$ cat config.mk
export PLATFORM = sky130hd
export DESIGN_NAME = serial_subtractor
export DESIGN_NICKNAME = d
export VERILOG_FILES = /design/src/rtl/serial_arith_pkg.sv /design/src/rtl/full_subtractor_1bit.sv /design/src/rtl/serial_subtractor.sv
export SDC_FILE = /design/constraint.sdc
export NUM_CORES = 1
export LEC_CHECK = 0
export CAP_MARGIN = 20
export CORE_ASPECT_RATIO = 1.25
export CORE_MARGIN = 4
export CORE_UTILIZATION = 50
export CTS_BUF_LIST = sky130_fd_sc_hd__clkbuf_8 sky130_fd_sc_hd__clkbuf_16
export DETAILED_ROUTE_END_ITERATION = 8
export PLACE_DENSITY_LB_ADDON = 0.08
export SYNTH_ARGS = -nofsm -noshare
export SYNTH_HDL_FRONTEND = slang
export SYNTH_SLANG_ARGS = --single-unit
$ cat constraint.sdc
create_clock -name clk -period 1.6 [get_ports clk]
set_input_delay 0.32 -clock clk [delete_from_list [all_inputs] [get_ports clk]]
set_output_delay 0.32 -clock clk [all_outputs]
set_load 0.01 [all_outputs]
$ cat src/rtl/serial_arith_pkg.sv
// -----------------------------------------------------------------------------
// serial_arith_pkg
// Shared definitions for the bit-serial arithmetic units (adder / subtractor).
//   - state_t              : three-state sequencing used by the serial units
//   - SERIAL_WIDTH_DEFAULT : default operand width shared by the serial units
//   - cnt_width()          : width of a bit counter that counts 0..w-1
// -----------------------------------------------------------------------------
package serial_arith_pkg;

   // Sequencing states of a bit-serial unit.
   typedef enum logic [1:0] {
      IDLE  = 2'd0,
      SHIFT = 2'd1,
      DONE  = 2'd2
   } state_t;

   // Default operand / result width of the serial arithmetic units.
   localparam int SERIAL_WIDTH_DEFAULT = 8;

   // Counter width able to hold 0..w-1. Clamped to at least one bit so that
   // the smallest legal width (2) still yields a usable counter.
   function automatic int cnt_width(input int w);
      if (w <= 2) begin
         return 1;
      end
      return $clog2(w);
   endfunction

endpackage : serial_arith_pkg

$ cat src/rtl/full_subtractor_1bit.sv
// -----------------------------------------------------------------------------
// full_subtractor_1bit
// One-bit full subtractor: computes a - b - bin.
// Ports:
//   a    in  1  minuend bit
//   b    in  1  subtrahend bit
//   bin  in  1  borrow in from the less significant bit
//   d    out 1  difference bit
//   bout out 1  borrow out to the more significant bit
// Purely combinational.
// -----------------------------------------------------------------------------
module full_subtractor_1bit (
   input  logic a,
   input  logic b,
   input  logic bin,
   output logic d,
   output logic bout
);

   // A borrow is produced when b exceeds a, or when a == b and a borrow is
   // already pending from the lower bit.
   assign d    = a ^ b ^ bin;
   assign bout = (~a & b) | (~(a ^ b) & bin);

endmodule : full_subtractor_1bit

$ cat src/rtl/serial_subtractor.sv
// -----------------------------------------------------------------------------
// serial_subtractor
// Bit-serial two's-complement subtractor, DIFF = A - B (mod 2^WIDTH).
// Operands are captured in parallel on an accepted start, then processed LSB
// first, one bit per clock, through a single full subtractor with a
// registered borrow. The result is presented in parallel with borrow and
// signed-overflow flags and a one-cycle done pulse.
//
// Parameters:
//   WIDTH       operand / result width, legal range 2..32
// Ports:
//   clk         in   1      clock, rising edge
//   rst         in   1      synchronous active-high reset
//   start       in   1      operation request, sampled only while idle
//   a_data      in   WIDTH  minuend, captured on an accepted start
//   b_data      in   WIDTH  subtrahend, captured on an accepted start
//   busy        out  1      high while an operation is in flight (incl. done)
//   done        out  1      one-cycle pulse, diff and flags valid
//   diff        out  WIDTH  result register
//   borrow_out  out  1      final borrow out of the MSB (unsigned A < B)
//   overflow    out  1      signed overflow (borrow into MSB ^ borrow out)
//
// Timing: start accepted at edge E0, bits 0..WIDTH-1 processed at edges
// E1..E(WIDTH), done high during the cycle after E(WIDTH).
// -----------------------------------------------------------------------------
module serial_subtractor
   import serial_arith_pkg::*;
#(
   parameter int WIDTH = SERIAL_WIDTH_DEFAULT
) (
   input  logic             clk,
   input  logic             rst,
   input  logic             start,
   input  logic [WIDTH-1:0] a_data,
   input  logic [WIDTH-1:0] b_data,
   output logic             busy,
   output logic             done,
   output logic [WIDTH-1:0] diff,
   output logic             borrow_out,
   output logic             overflow
);

   localparam int CNT_W = cnt_width(WIDTH);
   localparam logic [CNT_W-1:0] LAST_BIT = CNT_W'(WIDTH - 1);

   // -------------------------------------------------------------------------
   // State
   // -------------------------------------------------------------------------
   state_t             state_q;
   logic [WIDTH-1:0]   shift_a_q;
   logic [WIDTH-1:0]   shift_b_q;
   logic [WIDTH-1:0]   diff_q;
   logic               borrow_q;
   logic [CNT_W-1:0]   bit_cnt_q;
   logic               borrow_out_q;
   logic               overflow_q;
   logic               busy_q;
   logic               done_q;

   // -------------------------------------------------------------------------
   // Datapath: one full subtractor on the current LSBs
   // -------------------------------------------------------------------------
   logic               d_bit;
   logic               bout_bit;
   logic [WIDTH-1:0]   diff_d;
   logic [WIDTH-1:0]   shift_a_d;
   logic [WIDTH-1:0]   shift_b_d;
   logic               last_bit;

   full_subtractor_1bit u_fsub (
      .a    (shift_a_q[0]),
      .b    (shift_b_q[0]),
      .bin  (borrow_q),
      .d    (d_bit),
      .bout (bout_bit)
   );

   // New difference bit enters at the MSB, so after WIDTH steps bit 0 of the
   // result has walked all the way down to diff[0].
   assign diff_d    = {d_bit, diff_q[WIDTH-1:1]};
   assign shift_a_d = {1'b0, shift_a_q[WIDTH-1:1]};
   assign shift_b_d = {1'b0, shift_b_q[WIDTH-1:1]};
   assign last_bit  = (bit_cnt_q == LAST_BIT);

   // -------------------------------------------------------------------------
   // FSM with registered outputs
   // -------------------------------------------------------------------------
   always_ff @(posedge clk) begin
      if (rst) begin
         state_q      <= IDLE;
         shift_a_q    <= '0;
         shift_b_q    <= '0;
         diff_q       <= '0;
         borrow_q     <= 1'b0;
         bit_cnt_q    <= '0;
         borrow_out_q <= 1'b0;
         overflow_q   <= 1'b0;
         busy_q       <= 1'b0;
         done_q       <= 1'b0;
      end else begin
         unique case (state_q)
            IDLE: begin
               done_q <= 1'b0;
               if (start) begin
                  shift_a_q <= a_data;
                  shift_b_q <= b_data;
                  diff_q    <= '0;
                  borrow_q  <= 1'b0;
                  bit_cnt_q <= '0;
                  busy_q    <= 1'b1;
                  state_q   <= SHIFT;
               end
            end

            SHIFT: begin
               diff_q    <= diff_d;
               shift_a_q <= shift_a_d;
               shift_b_q <= shift_b_d;
               borrow_q  <= bout_bit;
               if (last_bit) begin
                  // MSB step: borrow_q still holds the borrow into the MSB,
                  // so overflow is the disagreement between borrow in/out.
                  borrow_out_q <= bout_bit;
                  overflow_q   <= borrow_q ^ bout_bit;
                  done_q       <= 1'b1;
                  state_q      <= DONE;
               end else begin
                  bit_cnt_q <= bit_cnt_q + CNT_W'(1);
               end
            end

            DONE: begin
               // The counter is left parked at WIDTH-1; it is reloaded on the
               // next accepted start.
               done_q  <= 1'b0;
               busy_q  <= 1'b0;
               state_q <= IDLE;
            end

            default: begin
               done_q  <= 1'b0;
               busy_q  <= 1'b0;
               state_q <= IDLE;
            end
         endcase
      end
   end

   // -------------------------------------------------------------------------
   // Outputs
   // -------------------------------------------------------------------------
   assign busy       = busy_q;
   assign done       = done_q;
   assign diff       = diff_q;
   assign borrow_out = borrow_out_q;
   assign overflow   = overflow_q;

endmodule : serial_subtractor

[Word-level counts from Yosys, hierarchy flattened]
Cells that the tools add are included.
Storage, ports and cells
  output and inout bits: 12
  logic and storage cells: 49
  flip-flop bits (word level): 34
  input bits: 19
Operators by class
  bitwise gates (word level): 9
  multiplexer cells: 16
  $add $sub $neg: 1
  equality and inequality tests: 5
  reductions and logical operators: 8
Operators with widths (number)
  case mux 8 bit (2 select lines): 3
  two-way mux 8 bit: 3
  AND reduction 2 bit: 4
  two-way mux 3 bit: 2
  != test 2 bit, second input constant: 3
  case mux 3 bit (2 select lines): 1
  two-way mux 2 bit: 2
  case mux 1 bit (2 select lines): 2
  case mux 2 bit (2 select lines): 1
  adder 3 x 1 -> 3 bit, second input constant: 1
  == test 3 bit, second input constant: 1
  inverter 1 bit: 3
  AND reduction 3 bit: 1
  bitwise XOR 1 bit: 3
  bitwise AND 1 bit: 2
  == test 2 x 1 -> 1 bit, second input constant: 1
  zero test 2 bit: 1
  two-way mux 1 bit: 2
  nonzero test 2 bit: 1
  OR reduction 2 bit: 1
  OR 1 bit: 1

[Logic depth before layout (Yosys ltp)]
Gate-level depths: netlist of the first run.
  depth in word-level cells: 5
  depth in mapped cells: 6
  depth with buffers taken out: 5

[Hierarchy]
A second synthesis of the first run with hierarchy kept.
Unflattened totals
  cell total of the unflattened synthesis: 160
  area, all modules: 1560.2 sq um
Modules (own cells, without submodules)
  serial_subtractor: cells an instance 156, instances 1, seq. area each 680.7 sq um, area an instance 1529.0 sq um
  full_subtractor_1bit: cells an instance 4, instances 1, seq. area each 0.0 sq um, area an instance 31.3 sq um

[Worst setup path after synthesis of the first run]
Ideal clock, no wire load.
  kind: register to register
  from: reg bit_cnt_q[0]
  to: reg bit_cnt_q[0]
  path buffers: 1
  required time: 1529 ps
  cell stages (with the launch flop): 7
  path slack: 228 ps
  arrival: 1301 ps
  library setup time: 71 ps
  period minus slack after synthesis: 1372 ps
  cell sequence: dfxtp_1 > ha_1 > ha_1 > clkbuf_1 > nor4b_1 > a31oi_1 > a21oi_1
Between the ends
  longest elaborated chain between the ends: 3
  elaborated cells on any way between the ends: 6
  classes of those cells: add/sub: 1; eq/ne: 2; mux: 2; reduce/logical: 1
Ends and longest elaborated chain
  start: declaration: line serial_subtractor.sv:54  | logic [CNT_W-1:0] bit_cnt_q;
  start signal: assignment: line serial_subtractor.sv:128  | bit_cnt_q <= bit_cnt_q + CNT_W'(1);
  adder 3 x 1 -> 3 bit / == test 3 bit (equally long branches): line serial_subtractor.sv:128, serial_subtractor.sv:83
  two-way mux 3 bit / != test 2 bit (equally long branches)
  case mux 3 bit (2 select lines) / AND reduction 3 bit (equally long branches)
Parallel ways exist; a longest one is shown, timed or not. The select of a mux whose other input is x is not followed.
A chain may end at the register's enable or synchronous reset.

[Final worst setup path of the first run]
  from: reg diff_q[7], in the netlist diff[7]
  to: out diff[7]
RTL lines
  start: declaration: line serial_subtractor.sv:52  | logic [WIDTH-1:0] diff_q;
  start signal: assignment: line serial_subtractor.sv:116  | diff_q <= diff_d;
  end: declaration: line serial_subtractor.sv:38  | output logic [WIDTH-1:0] diff,
No word-level cell between the ends.

==> results of run 1 <==
==> Yosys cell counts <==
cell type,number,area share (%)
nor4b_1,1,0.59
or3b_1,2,1.2
a21oi_1,4,1.3
nand3_1,4,1.3
dfxtp_1,34,46
nand2b_1,3,1.3
mux2i_1,15,10
a211oi_2,6,5.0
nor2b_1,1,0.42
xor2_1,1,0.59
inv_1,3,0.75
buf_6,4,3.0
fa_1,1,1.3
nand2_1,3,0.75
a2bb2oi_1,1,0.59
a22oi_1,10,5.0
o21bai_2,1,0.75
nand3b_1,1,0.50
buf_4,3,1.5
nor2_1,29,7.3
ha_1,2,1.7
nor3_1,6,2.0
nor3b_1,1,0.50
a31oi_1,3,1.3
clkbuf_1,5,1.3
a211oi_1,6,3.0
o21ba_1,1,0.67
buf_2,2,0.67
==> kinds of logic (layout without fill, tap and decap cells) <==
family,Yosys count,after routing,share of synthesized area [%]
AOI/OAI and AO/OA,32,32,17.69
xor gates and xnor gates,1,1,0.5869
adders and majority gates,3,3,3.017
buffers and inverters,17,50,7.209
DFF,34,34,45.60
muxes,15,15,10.06
and+or+nand+nor,51,51,15.84
==> worst max path at each step <==
| stage | start | end |
|---|---|---|
| after floorplan | bit_cnt_q[0]$_SDFFE_PP0P_ | bit_cnt_q[0]$_SDFFE_PP0P_ |
| after global placement | start | diff[1]$_SDFFE_PP0P_ |
| after detailed placement | start | shift_b_q[0]$_SDFFE_PP0P_ |
| after CTS | diff[7]$_SDFFE_PP0P_ | diff[7] |
| after global routing | diff[7]$_SDFFE_PP0P_ | diff[7] |
| final | diff[7]$_SDFFE_PP0P_ | diff[7] |
==> through the flow <==
step / worst slack [ns] / cell area (sq um) / utilization [%]
floorplan: 0.2281 / 1493 / -
global placement: 0.02601 / 1832 / 66.39
detailed placement: -0.02844 / 1832 / 66.39
CTS: 0.04158 / 1941 / 70.34
global route: 0.02936 / 1941 / 70.34
finish: 0.04860 / 1941 / 70.34
==> worst min-delay path, cell delays in order (launching register included) <==
cell	delay, ns
dfxtp_1	0.31
nor2_1	0.09
a211oi_1	0.05
==> power breakdown <==
| part | leakage, nW | internal, mW | switching (mW) |
|---|---|---|---|
| registers | 0.279 | 0.890 | 0.0305 |
| logic | 0.433 | 0.140 | 0.117 |
| clock network | 0.0579 | 0.458 | 0.309 |
| total | 0.770 | 1.49 | 0.457 |
==> per-layer routing <==
layer / vias to the layer above / wire length, um / global-route usage, %
li1: 604 / - / -
met1: 570 / 1324 / 18.77
met2: 30 / 1562 / 29.43
met3: 9 / 134 / 3.918
met4: 0 / 55 / 7.732
met5: - / 0 / 0
==> area by class of cell <==
cell class / instances / share of cell area (%)
flip-flops and latches: 34 / 35.07
clock buffers: 5 / 3.546
well taps: 34 / 2.192
repair buffers: 39 / 20.25
clock inverters: 3 / 2.063
inverters: 3 / 0.5803
multi-input cells: 102 / 36.30
==> registers in the layout (all words and copies together) (netlist names) <==
register,cells
diff,8
done,1
busy,1
borrow_q,1
bit_cnt_q,3
shift_a_q,8
borrow_out,1
overflow,1
shift_b_q,8
state_q,2
==> results_tabular.tex, run 1 <==
\begin{tabular}{lr}
\hline
Metric & Value \\
\hline
\multicolumn{2}{l}{\textbf{Finish}} \\
Total area of sequential cells & 680.7 sq um \\
Fillers & 226 \\
Most common cell after layout, fill and taps aside & dfxtp\_1 \\
Ant diodes & 0 \\
Multi-input logic area & 704.4 sq um \\
Synth-to-layout area growth & 30.01\% \\
Non-Filler Instances & 220 \\
Commonest non-fill, non-tap cells in the layout & 34 x dfxtp\_1, 30 x clkdlybuf4s50\_1, 29 x nor2\_1 \\
Fin nets & 207 \\
Share of final-layout standard cells stronger than drive strength 1 & 12.90\% \\
\multicolumn{2}{l}{\textbf{Synth}} \\
Library cells used by synthesis & 28 \\
Flip-flop and latch count after synthesis & 34 \\
Fraction of the yosys area taken by sequential cells & 45.60\% \\
Count of yosys warnings during synthesis & 0 \\
Mapped Cells & 153 \\
Number of nets in the synthesized netlist & 175 \\
Post-synthesis average cell area & 9.756 sq um \\
Netlist area before placement & 1493 sq um \\
\multicolumn{2}{l}{\textbf{Die}} \\
Site Rows & 21 \\
Die height & 69.09 um \\
Initial core utilization & 54.10\% \\
X dimension of the die & 56.87 um \\
Top-level I/O count & 31 \\
Core Box Area & 2759 sq um \\
Area of the die & 3929 sq um \\
\multicolumn{2}{l}{\textbf{Critical path}} \\
RR Endpoint & bit\_cnt\_q[0]\$\_SDFFE\_PP0P\_ \\
Critical-path maximum fanout & 3 \\
Critical path buffers and inverters & 1 \\
Worst setup SP type & flop \\
Number of cells traversed by the worst register-to-register path & 5 \\
Reg2reg start & bit\_cnt\_q[0]\$\_SDFFE\_PP0P\_ \\
CP cell instances & clkdlybuf4s50\_1 \\
Category of the worst setup path capture point & primary output \\
Worst path arrival time & 1.23 ns \\
Cell at the slowest stage of the critical path & clkdlybuf4s50\_1 \\
CP Class & reg2out \\
Required time worst endpoint & 1.28 ns \\
Depth of the critical timing path with buffers and inverters included & 1 \\
Cell type group with the largest total delay on the critical path & buffers and inverters \\
Highest cell delay on the worst timing path & 0.57 ns \\
Reg-to-reg slack, setup & 0.17 ns \\
\multicolumn{2}{l}{\textbf{Hold path}} \\
Hold Path Sink & shift\_a\_q[1]\$\_SDFFE\_PP0P\_ \\
Hold path cells & 2 \\
Launch instance of the worst min-delay path & shift\_a\_q[1]\$\_SDFFE\_PP0P\_ \\
Tightest Hold Check Type & reg2reg \\
\multicolumn{2}{l}{\textbf{CTS}} \\
Master cell of the clock root buffer & clkbuf\_8 \\
\# H-tree levels & 2 \\
Number of buffers between clock root and the deepest sink & 2 \\
Post-CTS Hold Buffers & 0 \\
Post-CTS setup buffers & 0 \\
CTS sink count & 34 \\
Clock input transition at the sequential cells of the worst setup and hold paths & 0.07 ns \\
TritonCTS clock tree & done \\
Clock latency on the worst-skew pair & 0.28 ns \\
Count of cells resized by post-cts repair & 0 \\
Number of buffers created by CTS & 5 \\
\multicolumn{2}{l}{\textbf{Route}} \\
First-pass DRT Iterations & 4 \\
Count of nets left with antenna violations after detail routing & 0 \\
Routed wire per std cell & 13.99 um \\
Total via count in the routed design & 1213 \\
Final routed wirelength across all metal layers & 3.077 mm \\
DRC Markers & 0 \\
Ratio of routed vias to standard cells & 5.514 \\
Number of DRC markers in iteration 0 & 36 \\
\multicolumn{2}{l}{\textbf{Timing}} \\
Post-layout minimum cycle time & 1.551 ns \\
Actual slew at the worst max-slew pin & 0.5596 ns \\
Final hold violation count & 0 \\
Worst hold margin & 0.5039 ns \\
Fraction of the cycle the final worst path needs & 96.96\% \\
Worst rel slew slack & 62.62\% \\
Endpoints failing setup & 0 \\
RSZ-0062 raised after global routing & no \\
Final sum of negative setup slack & 0 ns \\
Max-slew violations & 0 \\
Post-Route Skew & 0.005431 ns \\
Maximum clock rate & 644.6 MHz \\
\multicolumn{2}{l}{\textbf{Power and ir drop}} \\
VDD IR max & 0.8040 mV \\
Pwr Density & 1002 nW/um\^{}2 \\
Leakage power & 0.7696 nW \\
Total power & 1.944 mW \\
\multicolumn{2}{l}{\textbf{GRT}} \\
Global-route usage over all layers & 16.77\% \\
Global-route wire length before repair & 5.209 mm \\
Number of antenna violations at the first check in global routing & 0 \\
Overflow left after global routing & 0 \\
Via count of the first global-routing pass & 1200 \\
Pin count of the biggest net entering global routing & 35 \\
\multicolumn{2}{l}{\textbf{Placement}} \\
HPWL after detailed placement & 2.129 mm \\
Placed Cells & 212 \\
Port-buffer cells & 30 \\
GP Congestion & 0.7826 \\
\multicolumn{2}{l}{\textbf{Run}} \\
Max Cap Viol & 0 \\
\multicolumn{2}{l}{\textbf{Outcome}} \\
Outcome & complete, no violations \\
\hline
\end{tabular}
Power figures use the tool's default switching activity.
==> run 2, diff against run 1 <==
Settings changed: CORE_UTILIZATION 50 to 40.
==> results_tabular.tex, run 2 (synthesis results as in run 1) <==
\begin{tabular}{lr}
\hline
Metric & Value \\
\hline
\multicolumn{2}{l}{\textbf{Outcome}} \\
Outcome & complete, no violations \\
\multicolumn{2}{l}{\textbf{Critical path}} \\
Critical-path maximum fanout & 3 \\
Cell at the slowest stage of the critical path & clkdlybuf4s50\_1 \\
Required time worst endpoint & 1.28 ns \\
CP Class & reg2out \\
Worst path arrival time & 1.18 ns \\
Category of the worst setup path capture point & primary output \\
CP cell instances & clkdlybuf4s50\_1 \\
Worst setup SP type & flop \\
Cell type group with the largest total delay on the critical path & buffers and inverters \\
Highest cell delay on the worst timing path & 0.55 ns \\
Critical path buffers and inverters & 1 \\
\multicolumn{2}{l}{\textbf{Route}} \\
First-pass DRT Iterations & 4 \\
Total via count in the routed design & 1172 \\
Ratio of routed vias to standard cells & 5.279 \\
DRC Markers & 0 \\
Final routed wirelength across all metal layers & 2.935 mm \\
Count of nets left with antenna violations after detail routing & 0 \\
Number of DRC markers in iteration 0 & 63 \\
Routed wire per std cell & 13.22 um \\
\multicolumn{2}{l}{\textbf{Timing}} \\
Actual slew at the worst max-slew pin & 0.3605 ns \\
Final sum of negative setup slack & 0 ns \\
Max-slew violations & 0 \\
Worst rel slew slack & 75.93\% \\
Post-layout minimum cycle time & 1.500 ns \\
Maximum clock rate & 666.8 MHz \\
Final hold violation count & 0 \\
RSZ-0062 raised after global routing & no \\
Endpoints failing setup & 0 \\
Fraction of the cycle the final worst path needs & 93.73\% \\
Fin worst setup slack & 0.1003 ns \\
Post-Route Skew & 0.004682 ns \\
\multicolumn{2}{l}{\textbf{Placement}} \\
Placed instance area & 1828 sq um \\
HPWL after detailed placement & 2.091 mm \\
Post-Place Setup Slack & -0.04310 ns \\
GP Congestion & 0.6737 \\
Placed Cells & 214 \\
Port-buffer cells & 30 \\
\multicolumn{2}{l}{\textbf{GRT}} \\
Global-route usage over all layers & 13.60\% \\
Overflow left after global routing & 0 \\
Number of antenna violations at the first check in global routing & 0 \\
Pin count of the biggest net entering global routing & 27 \\
Global-route wire length before repair & 5.209 mm \\
Via count of the first global-routing pass & 1150 \\
\multicolumn{2}{l}{\textbf{Finish}} \\
Fin nets & 204 \\
Commonest non-fill, non-tap cells in the layout & 34 x dfxtp\_1, 30 x clkdlybuf4s50\_1, 29 x nor2\_1 \\
Final standard cell area without fillers & 1939 sq um \\
Non-Filler Instances & 222 \\
Most common cell after layout, fill and taps aside & dfxtp\_1 \\
Synth-to-layout area growth & 29.92\% \\
Ant diodes & 0 \\
Share of final-layout standard cells stronger than drive strength 1 & 12.02\% \\
\multicolumn{2}{l}{\textbf{Die}} \\
X dimension of the die & 62.64 um \\
Die height & 76.30 um \\
Initial core utilization & 42.13\% \\
Site Rows & 24 \\
Core Box Area & 3543 sq um \\
Top-level I/O count & 31 \\
Area of the die & 4779 sq um \\
\multicolumn{2}{l}{\textbf{Power and ir drop}} \\
Combinational Power Share & 13.2\% \\
Leakage power & 0.7594 nW \\
VDD IR max & 0.5290 mV \\
Pwr Density & 996.4 nW/um\^{}2 \\
Net Sw Frac & 23.02\% \\
Design internal power & 1.488 mW \\
Clock network fraction of design power & 39.3\% \\
Share of total power in sequential cells & 47.5\% \\
P\_sw & 0.4448 mW \\
\multicolumn{2}{l}{\textbf{CTS}} \\
Post-CTS Hold Buffers & 0 \\
TritonCTS clock tree & done \\
\# H-tree levels & 2 \\
CTS sink count & 34 \\
Master cell of the clock root buffer & clkbuf\_8 \\
Number of buffers created by CTS & 5 \\
Clock latency on the worst-skew pair & 0.28 ns \\
Number of buffers between clock root and the deepest sink & 2 \\
Clock input transition at the sequential cells of the worst setup and hold paths & 0.07 ns \\
\multicolumn{2}{l}{\textbf{Run}} \\
Max Cap Viol & 0 \\
\multicolumn{2}{l}{\textbf{Hold path}} \\
Tightest Hold Check Type & reg2reg \\
\hline
\end{tabular}
==> run 2: timing repair <==
action,in CTS,in global routing
setup buffers,0,0
gates resized for setup,0,1
setup endpoints to repair,0,1
==> run 2: cell type report <==
| class | count | area (sq um) |
|---|---|---|
| Multi-Input combinational cell | 102 | 706.9 |
| Tap cell | 39 | 48.80 |
| Inverter | 3 | 11.26 |
| Timing Repair Buffer | 36 | 382.9 |
| Sequential cell | 34 | 680.7 |
| Clock inverter | 3 | 40.04 |
| Fill cell | 351 | 1604 |
| Clock buffer | 5 | 68.82 |
==> run 2: metal layers <==
layer / vias up / routed length [um] / part of all wire, % / GRT usage, %
met5: - / 0 / 0 / 0
met4: 0 / 31 / 1.1 / 5.960
met3: 2 / 145 / 4.9 / 5.457
met2: 26 / 1423 / 48 / 21.66
met1: 547 / 1334 / 45 / 15.98
li1: 597 / - / - / -
==> run 2: metrics by stage <==
step / util [%] / hold slack (ns) / power (mW)
2_1_floorplan: - / 0.4625 / 1.102
3_3_place_gp: 51.59 / 0.4720 / 1.186
3_5_place_dp: 51.59 / 0.4840 / 1.194
4_1_cts: 54.66 / 0.4944 / 1.960
5_1_grt: 54.73 / 0.5229 / 2.041
6_report: 54.73 / 0.4943 / 1.932
==> run 2: power by group through the flow <==
stage | Combinational, mW | Sequential (mW) | Clock, mW
5_1_grt | 0.282 | 0.923 | 0.836
4_1_cts | 0.258 | 0.918 | 0.784
2_1_floorplan | 0.172 | 0.930 | 0
6_report | 0.255 | 0.918 | 0.759
3_3_place_gp | 0.250 | 0.936 | 0
3_5_place_dp | 0.257 | 0.937 | 0
==> run 2: worst paths after layout <==
path                                                 from                         to  slack [ns]  depth (start not counted)
worst min register to register  bit_cnt_q[0]$_SDFFE_PP0P_  bit_cnt_q[0]$_SDFFE_PP0P_        0.49                          2
worst min-delay path            bit_cnt_q[0]$_SDFFE_PP0P_  bit_cnt_q[0]$_SDFFE_PP0P_        0.49                          2
worst max-delay path                 diff[6]$_SDFFE_PP0P_                    diff[6]        0.10                          1
worst max register to register  bit_cnt_q[0]$_SDFFE_PP0P_  bit_cnt_q[0]$_SDFFE_PP0P_        0.18                          5
==> run 2: worst min-delay path, delay by kind of cell, from the launching register on <==
family | cells | cell delay, ns
AO/OA/AOI/OAI | 1 | 0.05
AND/OR/NAND/NOR | 1 | 0.06
flip-flops | 1 | 0.34
